[config.mk]
export PLATFORM = sky130hd
export DESIGN_NAME = agu_bank_gen
export DESIGN_NICKNAME = d
export VERILOG_FILES = /design/src/rtl/agu_bank_gen.sv
export SDC_FILE = /design/constraint.sdc
export NUM_CORES = 1
export LEC_CHECK = 0
export ABC_AREA = 1
export CAP_MARGIN = 5
export CORE_MARGIN = 4
export CORE_UTILIZATION = 30
export DETAILED_ROUTE_END_ITERATION = 8
export SYNTH_ARGS = -nofsm -noshare
export SYNTH_HDL_FRONTEND = slang
export SYNTH_SLANG_ARGS = --single-unit
[constraint.sdc]
create_clock -name clk -period 3.1 [get_ports clk]
set_input_delay 0.465 -clock clk [delete_from_list [all_inputs] [get_ports clk]]
set_output_delay 0.465 -clock clk [all_outputs]
set_load 0.02 [all_outputs]
[src/rtl/agu_bank_gen.sv]
// Address generation unit for a banked transform memory.
// The block walks k = 0..N-1 once per pass in natural or bit-reversed order.
// Each order index becomes a (bank, address) pair, and the bank is the
// digit-sum of the index modulo B, so B consecutive butterfly operands land
// in B different banks. It has a two-register pipeline (G -> T) with a
// valid/ready output handshake.
module agu_bank_gen #(
    parameter int N_LOG    = 10,
    parameter int BANK_LOG = 2,
    parameter int ST_W     = 4
) (
    input  logic                      clk,
    input  logic                      rst,
    input  logic                      start,
    input  logic                      mode,
    input  logic [ST_W-1:0]           num_stages,
    input  logic                      out_ready,
    output logic [N_LOG-BANK_LOG-1:0] MA_idx,
    output logic [BANK_LOG-1:0]       BN_idx,
    output logic [N_LOG-1:0]          order_out,
    output logic [ST_W-1:0]           stage_out,
    output logic                      out_valid,
    output logic                      done,
    output logic                      busy
);

    localparam int               N_DIGITS = N_LOG / BANK_LOG;
    localparam logic [N_LOG-1:0] K_LAST   = '1;

    typedef enum logic [1:0] {IDLE, RUN, DRAIN} state_t;

    state_t            state, state_nxt;
    logic              mode_q;
    logic [ST_W-1:0]   nst_q;
    logic [ST_W-1:0]   s_last;
    logic [N_LOG-1:0]  k;
    logic [ST_W-1:0]   s;

    logic              g_valid, g_last;
    logic [N_LOG-1:0]  g_order;
    logic [ST_W-1:0]   g_stage;
    logic              t_valid, t_last;

    logic              adv;
    logic              issue;
    logic              issue_last;
    logic              accept;

    function automatic logic [N_LOG-1:0] bitrev(input logic [N_LOG-1:0] v);
        logic [N_LOG-1:0] r;
        for (int i = 0; i < N_LOG; i++) r[i] = v[N_LOG-1-i];
        return r;
    endfunction

    function automatic logic [BANK_LOG-1:0] digit_sum(input logic [N_LOG-1:0] v);
        logic [BANK_LOG-1:0] acc;
        acc = '0;
        for (int i = 0; i < N_DIGITS; i++) acc = acc + v[i*BANK_LOG +: BANK_LOG];
        return acc;
    endfunction

    // A pass count of zero runs a single pass.
    assign s_last = (nst_q == '0) ? '0 : nst_q - 1'b1;

    // The pipeline moves only when T is empty or T is being handed off.
    // G follows the same rule, so the whole pipe freezes on a stall.
    assign adv        = !t_valid || out_ready;
    assign issue      = (state == RUN) && adv;
    assign issue_last = issue && (k == K_LAST) && (s == s_last);
    assign accept     = t_valid && out_ready;
    assign out_valid  = t_valid;

    // Next-state and FSM outputs.
    always_comb begin
        // NOTE: every signal gets a default first, so no path through the case can infer a latch.
        state_nxt = state;
        done      = 1'b0;
        busy      = (state != IDLE);
        unique case (state)
            IDLE:    if (start) state_nxt = RUN;
            RUN:     if (issue_last) state_nxt = DRAIN;
            DRAIN: begin
                if (accept && t_last) begin
                    state_nxt = IDLE;
                    done      = 1'b1;
                end
            end
            default: state_nxt = IDLE;
        endcase
    end

    // State register, run configuration, and the k/s index counters.
    always_ff @(posedge clk or negedge rst) begin
        // NOTE: sequential state uses non-blocking assignments, so every register samples pre-edge values.
        if (!rst) begin
            state  <= IDLE;
            mode_q <= 1'b0;
            nst_q  <= '0;
            k      <= '0;
            s      <= '0;
        end else begin
            state <= state_nxt;
            if (state == IDLE && start) begin
                mode_q <= mode;
                nst_q  <= num_stages;
                k      <= '0;
                s      <= '0;
            end else if (issue) begin
                k <= k + 1'b1;
                if (k == K_LAST) s <= s + 1'b1;
            end
        end
    end

    // Generation register G: the order index for the current k.
    always_ff @(posedge clk or negedge rst) begin
        if (!rst) begin
            g_valid <= 1'b0;
            g_last  <= 1'b0;
            g_order <= '0;
            g_stage <= '0;
        end else if (adv) begin
            g_valid <= issue;
            g_last  <= issue_last;
            g_order <= mode_q ? bitrev(k) : k;
            g_stage <= s;
        end
    end

    // Translate register T: bank/address split that drives the outputs.
    always_ff @(posedge clk or negedge rst) begin
        if (!rst) begin
            t_valid   <= 1'b0;
            t_last    <= 1'b0;
            order_out <= '0;
            MA_idx    <= '0;
            BN_idx    <= '0;
            stage_out <= '0;
        end else if (adv) begin
            t_valid   <= g_valid;
            t_last    <= g_last;
            order_out <= g_order;
            MA_idx    <= g_order[N_LOG-1:BANK_LOG];
            BN_idx    <= digit_sum(g_order);
            stage_out <= g_stage;
        end
    end

endmodule

==> flow_metrics.tcl <==
set metrics [dict create \
    wire_per_inst_um 11.4 \
    die_w_um 103 \
    n_antenna_cell 0 \
    cp.arrival_ns 2.87 \
    pwr-share-comb_pct 43.1 \
    clock_skew_ns 0.00592 \
    stdcell_count 468 \
    max_slew_margin_pct 56.5 \
    rows 34 \
    required_ns 3.30 \
    ys_types 32 \
    final_nets 373 \
    dieArea_mm2 0.0106 \
    criticalPathCategory "reg2reg" \
    critPathCaptureType "flop" \
    finalHoldViolations 0 \
    max_freq_ghz 0.375 \
    peakVddDrop_mv 0.255 \
    cts_setup_buffers 0 \
    clockBufferDepth 2 \
    status "completed" \
    syn-num-nets 345 \
    synth_area_mm2 0.00272 \
    cts_resized 0 \
    final_cell_mix "120 x nand2_1, 55 x dfrtp_1, 36 x o21ai_0, 34 x clkdlybuf4s50_1, 31 x inv_1" \
    hp-class "in2async" \
    remaining_drc_errors 0 \
    critical_path.max_stage_delay_ns 0.55 \
    path_clk_slew_ns 0.10 \
    power_density_mw_per_mm2 849 \
    worstPathCellList "fa_1 > inv_1 > fa_1 > inv_1 > fa_1 > xnor2_1 > inv_1 > nand2_1 > nand2_1 > inv_1 > nand2_1 > nand3_1 > nand2_1" \
    syn_area_per_cell_um2 8.21 \
    grt_max_degree 40 \
    crit_path_max_fanout 3 \
    fin_crit_ns 2.67 \
    htree_levels 2 \
    layout_commonest_cell "nand2_1" \
    core_mm2 0.00876 \
    synth_top_cells_by_area "dfrtp_1 51%, nand2_1 17%, o21ai_0 6.6%" \
    areaGrowthSynthToFinish_pct 18.2 \
    final_util_pct 36.7 \
    overflow 0 \
    viasPerCell 4.42 \
    ys_seq_area_share_pct 50.7 \
    leakage_nw 1.52 \
    drive_gt1_share_pct 6.67 \
    start_kind "flop" \
    synth_area_leader_cell "dfrtp_1" \
    yosysWarningCount 0 \
    fin_crit_sh_pct 86.1 \
    seqPwrFrac_pct 42.7 \
    die_h_um 103 \
    post-place-cells 460 \
    p_sw_w 0.00110 \
    setup_viol 0 \
    intPower_w 0.00163 \
    p_sw_share_pct 40.3 \
    cts_tree "built" \
    dr.first_iter.drc_count 114 \
    ant_nets 0 \
    antenna_found_initial 0 \
    via_count 2068 \
    wl_um 5350 \
    tightestPinTransition_ns 0.652 \
    fin_tns_setup_ns 0 \
    drv_slew 0 \
    rsz0062_at_grt "false" \
    cts_root_buf "clkbuf_8" \
    firstDrtPassIters 4 \
    cp_slowest_cell "fa_1" \
    synth_cells 331 \
    cts_hold_buf 0 \
    cap_viol_max_count 0 \
    cts_made_buffers 5 \
    initial_core_util_pct 31.0 \
    pwr-share-clk_pct 14.1 \
    synth_top_area_share_pct 50.7 \
    ys_ff_latch 55 \
    gp_congestion 0.855 \
    grt_first_pass_wirelength_um 9630 \
    numPortBuffers 35 \
    ios 36 \
    clock_latency_ns 0.30 \
    grt_use_total_pct 11.4 \
    cts_sinks 55 \
    post-dp-hpwl_um 4070 \
    grt_pass1_vias 2110 \
]
[registers in the layout, indices dropped and copies added, names as in the netlist]
name       cells
g_order       10
s              4
stage_out      4
nst_q          4
t_last         1
g_valid        1
k             10
BN_idx         2
g_stage        4
MA_idx         8
g_last         1
order_out      2
mode_q         1
out_valid      1
state          2
[cells in the mapped netlist (all sizes together)]
cell    number
a211oi       1
a21oi        8
a31oi        1
buf         11
clkbuf       7
dfrtp       55
fa           3
ha           2
inv         33
nand2      121
nand3       13
nand4        3
nor2        18
nor3         5
nor3b        1
o211ai       2
o21a         1
o21ai       39
or2          2
xnor2        2
xor2         3
[power groups by stage]
stage               Combinational [W]  Clock (W)  Sequential (W)
global route                  0.00136   0.000429         0.00121
global placement              0.00116          0         0.00117
detailed placement            0.00119          0         0.00118
CTS                           0.00120   0.000404         0.00117
floorplan                    0.000753          0         0.00123
finish                        0.00118   0.000385         0.00116
[worst paths after layout]
kind                                             start                  endpoint  slack (ns)  depth (start not counted)
worst max-delay path            g_order[0]$_DFFE_PN0N_     BN_idx[1]$_DFFE_PN0N_        0.43                         13
worst min-delay path                               rst  stage_out[1]$_DFFE_PN0N_        0.15                          1
worst max register to register  g_order[0]$_DFFE_PN0N_     BN_idx[1]$_DFFE_PN0N_        0.43                         13
worst min register to register     g_valid$_DFFE_PN0N_     out_valid$_DFFE_PN0N_        0.46                          2
max in group asynchronous                          rst          k[4]$_DFFE_PN0P_        2.28                          2
min in group clk                   g_valid$_DFFE_PN0N_     out_valid$_DFFE_PN0N_        0.46                          2
[cell families (layout without fill, tap and decap cells)]
logic type               Yosys count  after routing  share of synthesized area [%]
adder cells (fa/ha/maj)            5              5                           3.13
flip-flops                        55             55                           50.7
buffers and inverters             51             80                           8.34
XOR/XNOR                           5              5                           1.61
AO/OA/AOI/OAI                     52             52                           10.0
AND/OR/NAND/NOR                  163            163                           26.3
[critical path, delay by kind of cell, from the launching register on]
family        cells  cell delay, ns
simple gates      5            0.29
flops             1            0.43
xor+xnor          1            0.22
buf+inv           4            0.23
fa+ha+maj         3            1.41
[layer usage]
metal / vias to the layer above / GRT usage [%] / wire [µm]
met3: 7 / 3.04 / 196
met1: 952 / 14.2 / 2520
met2: 23 / 19.0 / 2530
li1: 1086 / - / -
met5: - / 0 / 0
met4: 0 / 3.98 / 107
[per-stage QoR]
stage	power, W	area (µm²)	hold WS (ns)	worst slack [ns]
2_1_floorplan	0.00198	2720	0.169	0.633
3_3_place_gp	0.00233	3130	0.443	0.564
3_5_place_dp	0.00238	3130	0.443	0.437
4_1_cts	0.00277	3210	0.177	0.417
5_1_grt	0.00300	3210	0.186	0.263
6_report	0.00273	3210	0.154	0.432
[layout make-up]
cell class	count	area (µm²)
multi-input cells	225	1110
well taps	108	135
clock buffers	6	72.6
fillers	907	5550
flip-flops and latches	55	1380
clock inverters	2	12.5
inverters	33	126
repair buffers	39	375
(Power assumes the default switching activity.)
